<file path="config.mk">
export PLATFORM = sky130hd
export DESIGN_NAME = ascon_permutation
export DESIGN_NICKNAME = d
export VERILOG_FILES = /design/src/rtl/ascon_permutation.sv
export SDC_FILE = /design/constraint.sdc
export NUM_CORES = 2
export LEC_CHECK = 0
export ABC_AREA = 0
export CAP_MARGIN = 10
export CORE_AREA = 2 2 185 368
export CTS_CLUSTER_SIZE = 25
export DETAILED_ROUTE_END_ITERATION = 12
export DIE_AREA = 0 0 187 370
export PLACE_DENSITY = 0.72
export SYNTH_ARGS = -nofsm -noshare
export SYNTH_HDL_FRONTEND = slang
export SYNTH_SLANG_ARGS = --single-unit
</file>
<file path="constraint.sdc">
create_clock -name clk -period 4.1 [get_ports clk]
set_input_delay 0.615 -clock clk [delete_from_list [all_inputs] [get_ports clk]]
set_output_delay 0.615 -clock clk [all_outputs]
set_load 0.005 [all_outputs]
</file>
<file path="src/rtl/ascon_permutation.sv">
// ascon_permutation
//   Iterative Ascon permutation (p^a / p^b), one round per clock.
//   The controller presents a 320-bit state and a round count with a start
//   pulse; the core runs the last n rounds of p^12 and pulses done when the
//   permuted state is available on state_out.
//
// Ports
//   clk         clock
//   rst_n       asynchronous active-low reset
//   start       request a permutation, sampled only while idle
//   num_rounds  rounds to apply (12 = p^a, 6 = p^b); values above 12 clamp
//   state_in    state to permute, x0 = [319:256] ... x4 = [63:0]
//   state_out   state register; result valid while done=1, held until next start
//   busy        high while a permutation is in progress
//   done        single-cycle pulse when the result is ready
module ascon_permutation #(
    parameter int unsigned MAX_ROUNDS = 12
) (
    input  logic         clk,
    input  logic         rst_n,
    input  logic         start,
    input  logic [3:0]   num_rounds,
    input  logic [319:0] state_in,
    output logic [319:0] state_out,
    output logic         busy,
    output logic         done
);

    typedef enum logic [0:0] {StIdle, StRun} fsm_e;

    localparam logic [3:0] MaxRounds = 4'(MAX_ROUNDS);

    fsm_e         fsm_q, fsm_d;
    logic [319:0] state_q, state_d;
    logic [3:0]   round_q, round_d;
    logic [3:0]   remaining_q, remaining_d;
    logic         done_q, done_d;
    logic [3:0]   n_eff;
    logic         last;

    function automatic logic [63:0] ror64(input logic [63:0] v, input int unsigned n);
        return (v >> n) | (v << (64 - n));
    endfunction

    // One full Ascon round: constant addition, bitsliced S-box, linear layer.
    function automatic logic [319:0] ascon_round(input logic [319:0] s, input logic [3:0] r);
        logic [63:0] x0, x1, x2, x3, x4;
        logic [63:0] t0, t1, t2, t3, t4;
        logic [7:0]  c;
        x0 = s[319:256];
        x1 = s[255:192];
        x2 = s[191:128];
        x3 = s[127:64];
        x4 = s[63:0];
        c  = {4'hF - r, r};
        x2[7:0] = x2[7:0] ^ c;
        x0 = x0 ^ x4;
        x4 = x4 ^ x3;
        x2 = x2 ^ x1;
        t0 = ~x0 & x1;
        t1 = ~x1 & x2;
        t2 = ~x2 & x3;
        t3 = ~x3 & x4;
        t4 = ~x4 & x0;
        x0 = x0 ^ t1;
        x1 = x1 ^ t2;
        x2 = x2 ^ t3;
        x3 = x3 ^ t4;
        x4 = x4 ^ t0;
        x1 = x1 ^ x0;
        x0 = x0 ^ x4;
        x3 = x3 ^ x2;
        x2 = ~x2;
        x0 = x0 ^ ror64(x0, 19) ^ ror64(x0, 28);
        x1 = x1 ^ ror64(x1, 61) ^ ror64(x1, 39);
        x2 = x2 ^ ror64(x2, 1)  ^ ror64(x2, 6);
        x3 = x3 ^ ror64(x3, 10) ^ ror64(x3, 17);
        x4 = x4 ^ ror64(x4, 7)  ^ ror64(x4, 41);
        return {x0, x1, x2, x3, x4};
    endfunction

    assign n_eff = (num_rounds > MaxRounds) ? MaxRounds : num_rounds;
    // A zero-round request also finishes on its first RUN cycle.
    assign last  = (remaining_q <= 4'd1);

    // State register
    always_ff @(posedge clk or negedge rst_n) begin
        if (!rst_n) begin
            fsm_q       <= StIdle;
            state_q     <= '0;
            round_q     <= '0;
            remaining_q <= '0;
            done_q      <= 1'b0;
        end else begin
            fsm_q       <= fsm_d;
            state_q     <= state_d;
            round_q     <= round_d;
            remaining_q <= remaining_d;
            done_q      <= done_d;
        end
    end

    // Next-state logic
    always_comb begin
        fsm_d       = fsm_q;
        state_d     = state_q;
        round_d     = round_q;
        remaining_d = remaining_q;
        done_d      = 1'b0;
        unique case (fsm_q)
            StIdle: begin
                if (start) begin
                    fsm_d       = StRun;
                    state_d     = state_in;
                    round_d     = MaxRounds - n_eff;
                    remaining_d = n_eff;
                end
            end
            StRun: begin
                if (remaining_q != 4'd0) begin
                    state_d     = ascon_round(state_q, round_q);
                    round_d     = round_q + 4'd1;
                    remaining_d = remaining_q - 4'd1;
                end
                if (last) begin
                    fsm_d  = StIdle;
                    done_d = 1'b1;
                end
            end
            default: fsm_d = StIdle;
        endcase
    end

    // Outputs
    always_comb begin
        state_out = state_q;
        busy      = (fsm_q == StRun);
        done      = done_q;
    end

endmodule

</file>
==> impl_metrics.py <==
metrics = {
    "yosys": {
        "synth_cell_types": 35,
        "synth-compound-area-share_pct": 12.6,
        "synth_top_cell_area_share_pct": 27.9,
        "synthSimpleGateAreaFrac_pct": 10.2,
        "mappedNetlistArea_um2": 29600,
        "yosysWarnings": 0,
        "synth_nets": 3755,
        "ys_top_cells_by_count": "xnor2_1 (693), o21ai_0 (411), xor2_1 (348)",
        "ys_seq_area_share_pct": 27.9,
        "synth_area_leaders": "dfrtp_1 (28%), xnor2_1 (21%), xor2_1 (10%)",
        "postSynthAreaPerCell_um2": 8.97,
        "synthAdderAreaFrac_pct": 7.52,
        "synth_top_area_cell": "dfrtp_1",
        "synth.ff_latch_count": 330,
        "synth_xor_area_share_pct": 36.5,
        "synth_async_sr_flop_share_pct": 100,
        "synth_cells": 3296,
        "synthFlopType": "dfrtp_1",
        "synth.most_common_cell": "xnor2_1",
        "synth_top_family_by_area": "XOR/XNOR gates",
        "synth-edff-count": 0,
        "synthMuxAreaShare_pct": 0.948,
    },
    "cts": {
        "ctsHtreeMaxLevel": 2,
        "cts_resized": 0,
        "cts_hold_buf": 0,
        "path_clk_slew_ns": 0.07,
        "post_cts_buffers": 0,
        "cts_max_path_buffers": 3,
        "clkLatencyLatePin_ns": 0.58,
        "cts_tree": "yes",
        "cts_made_buffers": 36,
        "cts_sinks": 330,
        "clock-root-buffer": "clkbuf_16",
    },
    "worst_setup_path": {
        "worst_r2r_endpoint": "state_out[317]",
        "worstReg2RegStart": "state_out[125]",
        "worst_setup_path_end_kind": "flip-flop",
        "setup.worst_path.class": "reg2reg",
        "required_ns": 4.53,
        "path_max_fanout": 6,
        "crit_path_start_kind": "flip-flop",
        "rrSetupSlack_ns": 0.80,
        "reg2regPathDepth": 7,
        "arrival_ns": 3.72,
    },
    "floorplanning": {
        "core_um2": 66600,
        "die_area_um2": 69200,
        "die_y_um": 370,
        "io_pins": 649,
        "fp-row-count": 134,
        "start_util_pct": 44.4,
        "die_w_um": 187,
    },
    "outcome": {
        "status": "complete, no violations",
    },
    "timing": {
        "fin_crit_ns": 3.30,
        "finClkSkew_ns": 0.0347,
        "holdWs_ns": 0.101,
        "slew_headroom_pct": 3.77,
        "finalSetupTns_ns": 0,
        "fmax_ghz": 0.303,
        "slew_viol_final": 0,
        "tightest_slew_ns": 1.44,
        "hold_viol": 0,
        "final-setup-viol-count": 0,
        "rsz0062_at_grt": "false",
        "finalCritPeriodShare_pct": 80.5,
    },
    "drt": {
        "vias_per_cell": 5.76,
        "ant_nets": 0,
        "wl_um": 159000,
        "top_layer_used": "met5",
        "wl_met2_um": 74000,
        "wl_per_cell_um": 32.5,
        "drtIter0Drc": 2221,
        "drt-met1-wl_um": 52900,
        "wl_met3_um": 12100,
        "drcViolationCount": 0,
        "dr_total_vias": 28200,
        "first_pass_iters": 7,
    },
    "run": {
        "max_cap_violations": 0,
    },
    "placement": {
        "gp_congestion": 1.07,
        "port_buffers": 648,
        "place_inst": 4828,
        "dp_hpwl_um": 132000,
    },
    "global_routing": {
        "grt_max_degree": 168,
        "track_usage_pct": 45.2,
        "antenna_found_initial": 3,
        "grt_overflow": 0,
        "grt_pass1_vias": 28400,
        "grt_pass1_wl_um": 218000,
    },
    "final_layout": {
        "areaGrowthSynthToFinish_pct": 32.7,
        "fin_util_pct": 58.9,
        "antenna_cells": 0,
        "layout.cells.non_filler": 4896,
        "drive_gt1_share_pct": 5.98,
        "fin_nets": 4444,
    },
    "hold_path": {
        "hold_class": "in2async",
    },
}
[cells by family (layout without fill, tap and decap cells)]
| kind of cell | count (synthesis) | after routing |
|---|---|---|
| AOI/OAI and AO/OA | 700 | 700 |
| xor gates and xnor gates | 1121 | 1121 |
| adders and majority gates | 189 | 189 |
| buffers and inverters | 335 | 1051 |
| DFF | 330 | 330 |
| muxes | 28 | 28 |
| and+or+nand+nor | 593 | 593 |
[state kept, by name (all words and copies together) (netlist names)]
register / cells
round_q: 4
remaining_q: 4
busy: 1
done: 1
state_out: 320
[metal layers]
metal | vias up | global-route usage, %
li1 | 12300 | -
met1 | 13700 | 46.9
met2 | 1669 | 74.3
met3 | 577 | 9.08
met4 | 4 | 46.6
met5 | - | 0
[worst max path at each step]
stage | startpoint | endpoint | slack (ns) | depth (start not counted)
3_3_place_gp | state_out[125] | state_out[317] | 1.23 | 7
5_1_grt | state_out[125] | state_out[317] | 0.88 | 7
4_1_cts | state_out[125] | state_out[317] | 1.23 | 7
6_report | state_out[125] | state_out[317] | 0.80 | 7
2_1_floorplan | round_q[2] | state_out[124] | 1.84 | 8
3_5_place_dp | start | state_out[161] | 1.23 | 5
[per-stage QoR]
step | setup slack [ns] | instance area, µm²
2_1_floorplan | 1.84 | 29600
3_3_place_gp | 1.23 | 37900
3_5_place_dp | 1.23 | 37900
4_1_cts | 1.23 | 39200
5_1_grt | 0.875 | 39200
6_report | 0.801 | 39200
[worst max-delay path, cell delays in order (launching register included)]
cell and delay (ns):
dfrtp_1 0.50, inv_1 0.08, ha_1 0.32, xor2_1 0.18
xnor2_1 1.11, xnor2_1 0.22, xnor2_1 0.60, o21ai_0 0.15
[cells in the final DEF, fill, tap and decap left out, types with 5 or more instances in the layout]
cell	instances
xor2_1	348
xnor3_1	53
nor2_1	142
ha_1	132
a211o_1	31
xnor2_2	20
buf_12	16
clkbuf_16	38
o21ai_1	8
o21ai_0	411
o21ai_2	5
maj3_1	57
clkbuf_1	5
xnor2_1	692
clkbuf_8	6
mux2i_1	28
o221ai_1	11
buf_4	129
nand2_1	237
dfrtp_1	329
inv_1	193
nor2b_1	5
nor3b_1	190
a21oi_1	217
nand3b_1	12
clkdlybuf4s50_1	647
bufinv_16	6
[cell type report]
class	instances	area (µm²)
Timing Repair Buffer	793	7780
Fill cell	6041	27300
Clock inverter	16	255
Multi-Input combinational cell	2631	20100
Inverter	193	724
Tap cell	884	1110
Clock buffer	49	1050
Sequential cell	330	8260
Power is not shown: default switching activity piles up to over one toggle a cycle in this logic, so the estimate is an artifact.
